## src/rtl/counter_pkg.sv

```systemverilog
// Shared defaults and helpers for the modulo counter and its prescaler.
package counter_pkg;

  localparam int     DEF_WIDTH    = 8;
  localparam longint DEF_MODULUS  = 256;
  localparam int     DEF_PRESCALE = 1;
  localparam int     DEF_SATURATE = 0;

  // What the counter register does on a given edge, in priority order.
  typedef enum logic [1:0] {
    OP_HOLD,
    OP_STEP,
    OP_LOAD,
    OP_CLR
  } op_e;

  // Bits needed to hold a prescaler phase 0..prescale-1, never fewer than 1.
  function automatic int presc_width(input int prescale);
    return (prescale <= 2) ? 1 : $clog2(prescale);
  endfunction

endpackage

```

## src/rtl/counter_prescaler.sv

```systemverilog
// Divides enabled cycles by PRESCALE; TICK marks the last enabled cycle of each period.
module counter_prescaler
  import counter_pkg::*;
#(
  parameter int PRESCALE = DEF_PRESCALE
) (
  input  logic CLK,
  input  logic RST_N,
  input  logic CLR,
  input  logic EN,
  output logic TICK
);

  localparam int PW = presc_width(PRESCALE);
  localparam logic [PW-1:0] LAST = PW'(PRESCALE - 1);

  logic [PW-1:0] phase;

  // With PRESCALE=1 LAST is 0, phase never leaves 0 and TICK collapses to EN.
  always_ff @(posedge CLK or negedge RST_N) begin
    if (!RST_N) begin
      phase <= '0;
    end else if (CLR) begin
      phase <= '0;
    end else if (EN) begin
      phase <= (phase == LAST) ? '0 : phase + 1'b1;
    end
  end

  assign TICK = EN && (phase == LAST);

endmodule

```

## src/rtl/counter_nbit_mod.sv

```systemverilog
// Up/down modulo-MODULUS counter with prescaled enable, clear, clamped load and wrap pulse.
module counter_nbit_mod
  import counter_pkg::*;
#(
  parameter int     WIDTH    = DEF_WIDTH,
  parameter longint MODULUS  = DEF_MODULUS,
  parameter int     PRESCALE = DEF_PRESCALE,
  parameter int     SATURATE = DEF_SATURATE
) (
  input  logic             CLK,
  input  logic             RST_N,
  input  logic             CLR,
  input  logic             LOAD,
  input  logic [WIDTH-1:0] D,
  input  logic             EN,
  input  logic             UP,
  output logic [WIDTH-1:0] Q,
  output logic             TC,
  output logic             WRAP
);

  if (WIDTH < 2 || WIDTH > 32) begin : g_bad_width
    $fatal(1, "counter_nbit_mod: WIDTH=%0d outside 2..32", WIDTH);
  end
  if (MODULUS < 2 || MODULUS > (longint'(1) << WIDTH)) begin : g_bad_modulus
    $fatal(1, "counter_nbit_mod: MODULUS=%0d outside 2..2**WIDTH", MODULUS);
  end
  if (PRESCALE < 1 || PRESCALE > 65536) begin : g_bad_prescale
    $fatal(1, "counter_nbit_mod: PRESCALE=%0d outside 1..65536", PRESCALE);
  end
  if (SATURATE != 0 && SATURATE != 1) begin : g_bad_saturate
    $fatal(1, "counter_nbit_mod: SATURATE=%0d must be 0 or 1", SATURATE);
  end

  localparam logic [WIDTH-1:0] QMAX = WIDTH'(MODULUS - 1);

  logic             tick;
  logic             at_bound;
  op_e              op;
  logic [WIDTH-1:0] q_next;
  logic             wrap_next;

  // LOAD restarts the prescaler as well, so it shares the clear path.
  counter_prescaler #(
    .PRESCALE(PRESCALE)
  ) u_prescaler (
    .CLK  (CLK),
    .RST_N(RST_N),
    .CLR  (CLR | LOAD),
    .EN   (EN),
    .TICK (tick)
  );

  assign at_bound = UP ? (Q == QMAX) : (Q == '0);
  assign TC       = at_bound;

  always_comb begin
    op = OP_HOLD;
    if (CLR) begin
      op = OP_CLR;
    end else if (LOAD) begin
      op = OP_LOAD;
    end else if (tick) begin
      op = OP_STEP;
    end
  end

  // When MODULUS=2**WIDTH, QMAX is all ones and the wrap matches binary overflow.
  always_comb begin
    q_next    = Q;
    wrap_next = 1'b0;
    case (op)
      OP_CLR:  q_next = '0;
      OP_LOAD: q_next = (D > QMAX) ? QMAX : D;
      OP_STEP: begin
        wrap_next = at_bound;
        if (at_bound) begin
          if (SATURATE != 0) begin
            q_next = Q;
          end else begin
            q_next = UP ? '0 : QMAX;
          end
        end else begin
          q_next = UP ? Q + 1'b1 : Q - 1'b1;
        end
      end
      default: q_next = Q;
    endcase
  end

  always_ff @(posedge CLK or negedge RST_N) begin
    if (!RST_N) begin
      Q    <= '0;
      WRAP <= 1'b0;
    end else begin
      Q    <= q_next;
      WRAP <= wrap_next;
    end
  end

endmodule

```

## config.mk

```make
export PLATFORM = sky130hd
export DESIGN_NAME = counter_nbit_mod
export DESIGN_NICKNAME = d
export VERILOG_FILES = /design/src/rtl/counter_pkg.sv /design/src/rtl/counter_prescaler.sv /design/src/rtl/counter_nbit_mod.sv
export SDC_FILE = /design/constraint.sdc
export NUM_CORES = 1
export LEC_CHECK = 0
export BUFFER_PORTS_ARGS = -buffer_cell sky130_fd_sc_hd__buf_4
export CAP_MARGIN = 0
export CORE_ASPECT_RATIO = 1.1
export CORE_UTILIZATION = 55
export CTS_BUF_LIST = sky130_fd_sc_hd__clkbuf_2 sky130_fd_sc_hd__clkbuf_4 sky130_fd_sc_hd__clkbuf_8
export CTS_CLUSTER_DIAMETER = 150
export DETAILED_ROUTE_END_ITERATION = 12
export HOLD_SLACK_MARGIN = 0.05
export PLACE_DENSITY = 0.83
export SLEW_MARGIN = 20
export SYNTH_ARGS = -nofsm -noshare
export SYNTH_HDL_FRONTEND = slang
export SYNTH_SLANG_ARGS = --single-unit
export TNS_END_PERCENT = 10
```

## constraint.sdc

```tcl
create_clock -name CLK -period 4 [get_ports CLK]
set_input_delay 0.2 -clock CLK [delete_from_list [all_inputs] [get_ports CLK]]
set_output_delay 0.2 -clock CLK [all_outputs]
set_load 0.01 [all_outputs]
```

# After elaboration in Yosys (flattened, before gate mapping)
# Index checks and enable logic that the tools add are counted.
# op_classes
add_sub_neg	3
n_lt_le_gt_ge	1
eq_ne	4
muxes	13
n_bitwise	2
reduce_logical	4
# ops
operator	n
two-way mux 8 bit	4
one-hot mux 8 bit (3 select lines)	1
adder 8 x 1 -> 8 bit (second input constant)	1
equality test 8 bit (second input constant)	1
> comparator 8 bit (second input constant)	1
logical NOT 8 bit	1
subtractor 8 x 1 -> 8 bit (second input constant)	1
two-way mux 1 bit	6
equality test 2 bit (second input constant)	2
two-way mux 2 bit	2
nonzero test 3 bit	1
equality test 2 x 1 -> 1 bit (second input constant)	1
nonzero test 2 bit	1
adder 1 bit (second input constant)	1
logical AND 1 bit	1
inverter 1 bit	1
bitwise OR 1 bit	1
# totals
register_bits	10
inputBits	14
elab_cells	30

# Depth between registers and ports, before layout
# logic_depth
word_depth	7
ltp_mapped	8

# Cells and area by module
# A second synthesis with hierarchy kept.
# unflattened
cells_unflattened	104
hier_area_um2	863.3
# by_module_without_submodules
mod	n_inst	cells_per_inst	area_per_inst_um2	seq_area_each_um2
counter_nbit_mod	1	103	855.8	225.2
counter_prescaler	1	1	7.5	0.0

# Worst setup path after synthesis
# Ideal clock, no wire load.
# synth_path
path_type	reg2reg
from	register Q[0]
to	register Q[6]
arrival_ns	1.749
required_ns	3.876
setup_slack_ns	2.127
stages_incl_launch_ff	7
synth_period_minus_slack_ns	1.873
path_cell_list	dfrtp_1 fa_1 a21o_1 a21oi_1 nand3b_1 a21oi_1 o31a_1
# synth_via
elab_chain_cells	4
word_cells_on_any_way	8
classes_between	add/sub: 2; eq/ne: 1; mux: 4; reduce/logical: 1
# synth_rtl
item	line	text
start, declared	counter_nbit_mod.sv:17	output logic [WIDTH-1:0] Q,
start signal, assigned	counter_nbit_mod.sv:96	Q <= q_next;
subtractor 8 x 1 -> 8 bit (tied with other cells)	counter_nbit_mod.sv:84	q_next = UP ? Q + 1'b1 : Q - 1'b1;
two-way mux 8 bit or two-way mux 1 bit (tied branches)	counter_nbit_mod.sv:84, counter_nbit_mod.sv:54	
two-way mux 8 bit (*)	counter_nbit_mod.sv:77	if (at_bound) begin
one-hot mux 8 bit (3 select lines) (*)	counter_nbit_mod.sv:72	case (op)
# Every way passes the cells marked *; elsewhere a longest branch is shown, timed or not.
# A chain may end at the register's enable or synchronous reset.

# Worst setup path after layout
# Ends and elaborated chain as after synthesis.

==> run summary <==
Die X - 40.6 µm
Leakage Power - 0.584 nW
DRC violations left - 0
Final Power - 327 µW
Flops & latches, synth - 9
Clk slew on worst S/H paths - 0.07 ns
Hold path startpoint - D[2]
Most frequent CP cell - a21oi_1
Cell variety after synth - 42
Placer Congestion - 0.809
Crit path arrival time - 2.20 ns
Crit path buf inv count - 0
Initial core utilization - 0.620
Detailed Place HPWL - 1.77 mm
Post-route setup TNS - 0 ns
Core area - 1450 µm²
Total number of yosys warnings - 0
Worst Path Required - 4.16 ns
Period minus WS final - 2.04 ns
Fmax - 489 MHz
Status - completed
Tightest Hold Check Type - input port to register
Drt first-iter violations - 17
Initial antenna violation count - 0
Max clock buf depth - 2
Critical Path Fanout Max - 8
Worst-margin pin slew - 0.491 ns
Layout cell share with drive strength beyond 1 - 0.273
# Post-CTS Setup Buffers - 0
Port buffer count - 23
Die ar. - 1810 µm²
Critical path class - register to register
CP Capture Type - register
Crit start category - register
Area share of the largest cell type after synthesis - 0.250
Mean Syn Cell Area - 8.51 µm²
Via count - 928
Post-synth EDFFs - 0
Synth Cell Area - 902 µm²
Global Route Usage Sum - 0.282
Routed Antenna Nets - 0
Unrepaired setup endpoints after global routing - false
Max-slew violations - 0
CTS Sinks - 9
Largest net degree at the start of global routing - 17
Die Y - 44.5 µm
Prevailing post-synth register cell - dfrtp_1
CTS root buffer - clkbuf_4
Synth async-reset ratio - 1.00
Most frequent cells after synthesis - 9 x dfrtp_1, 9 x ha_1, 9 x nand2_1
Ant diodes - 0
Hold_buf cts - 1
Number of global-route vias before repair - 793
Post-Syn Nets - 130
Seq/Total Area, Yosys - 0.250
Worst vdd ir - 0.210 mV
Final Skew - 0.00377 ns
DR WL/cell - 15.7 µm
Rows - 14
CTS Buf Count - 3
Post_cts resized - 0
Worst R2R Start - Q[0]
H-tree levels - 1
Clock latency on the worst-skew pair - 0.27 ns
Total grt overflow - 0
Hold Fails Final Rpt - 0
R2r endpoint - Q[6]
Power per standard cell area - 292 nW/µm²
First-pass GRT wire length - 3.41 mm
Final Cycle Share - 0.511
Critical-path top delay cell - dfrtp_1
Flop-to-flop setup slack - 1.96 ns
Final nets - 157
Worst R2R Path Depth - 6
Post-synth top area cell - dfrtp_1
Hold Path Stages - 3
WHS - 0.239 ns
Max_slew headroom - 0.673
CTS tree - done
Hold worst-path end - Q[2]
Filler cell count - 111
Synth area leaders - dfrtp_1 25%, ha_1 12%, a21oi_1 4.4%
CP cell instances - fa_1 > a21o_1 > a21oi_1 > nand3b_1 > a21oi_1 > o31a_1
First-pass DRT Iterations - 4
Gate Count Post-Synth - 106
Number of top-level pins - 24
Worst path max stage delay - 0.50 ns
Delay-heaviest family, CP - compound AO/OA/AOI/OAI gates
Setup-failing EPs final - 0
Via density - 6.27
Max-Cap Viols - 0
Layout overhead on the synthesized area - 24.1%
Final WL - 2.33 mm
[cell usage in the layout, fill, tap and decap left out, types with 4 or more instances in the layout]
cell and count:
ha_1 9, nor2_1 7, clkbuf_4 4, a21o_1 4, buf_4 23, nand2_1 9
inv_1 8, a21oi_1 8, dfrtp_1 9
[per-layer routing]
| layer | track usage | share of wire |
|---|---|---|
| met5 | 0 | 0 |
| met2 | 0.470 | 0.49 |
| met3 | 0.0251 | 0.061 |
| met1 | 0.345 | 0.43 |
| met4 | 0.147 | 0.018 |
[state kept, by name (all words and copies together) (netlist names)]
signal and cells:
WRAP 1, Q 8
[worst max-delay path by stage]
stage | startpoint | to | slack (ns) | cells past startpoint
after floorplan | Q[0] | Q[6] | 2.13 | 6
after global placement | Q[0] | Q[6] | 2.02 | 6
after detailed placement | Q[0] | Q[6] | 1.98 | 6
after CTS | Q[0] | Q[6] | 1.96 | 6
after global routing | Q[0] | Q[6] | 1.87 | 6
final | Q[0] | Q[6] | 1.96 | 6
[logic make-up (layout without fill, tap and decap cells)]
logic type | after synthesis | in the layout | share of synthesized area
simple gates | 39 | 39 | 0.240
compound gates | 33 | 33 | 0.262
fa+ha+maj | 10 | 10 | 0.147
buf+inv | 10 | 36 | 0.0499
flops | 9 | 9 | 0.250
xor+xnor | 3 | 3 | 0.0291
mux | 2 | 2 | 0.0222
[metrics by stage]
| step | worst slack [ns] | utilization | std cells | cell area (µm²) |
|---|---|---|---|---|
| 2_1_floorplan | 2.13 | - | 106 | 902 |
| 3_3_place_gp | 2.02 | 0.743 | 143 | 1080 |
| 3_5_place_dp | 1.98 | 0.743 | 143 | 1080 |
| 4_1_cts | 1.96 | 0.770 | 148 | 1120 |
| 5_1_grt | 1.87 | 0.770 | 148 | 1120 |
| 6_report | 1.96 | 0.770 | 148 | 1120 |
[cell type report]
type,count,area [µm²],share of cell area
clock buffer,4,30.0,0.0268
sequential,9,225,0.201
multi-input combinational,87,632,0.564
inverter,8,30.0,0.0268
tap,16,20.0,0.0179
timing repair buffer,24,183,0.163
[where the power goes]
| part | leakage (nW) | switching (mW) | internal [mW] |
|---|---|---|---|
| clock | 0.0184 | 0.0362 | 0.0454 |
| combinational | 0.443 | 0.0706 | 0.0639 |
| sequential | 0.122 | 0.0133 | 0.0977 |
[worst register-to-register path, cell delays in order (launching register included)]
cell,delay [ns]
dfrtp_1,0.50
fa_1,0.50
a21o_1,0.18
a21oi_1,0.26
nand3b_1,0.15
a21oi_1,0.07
o31a_1,0.28
No activity file was read; power rests on OpenSTA's default activity.
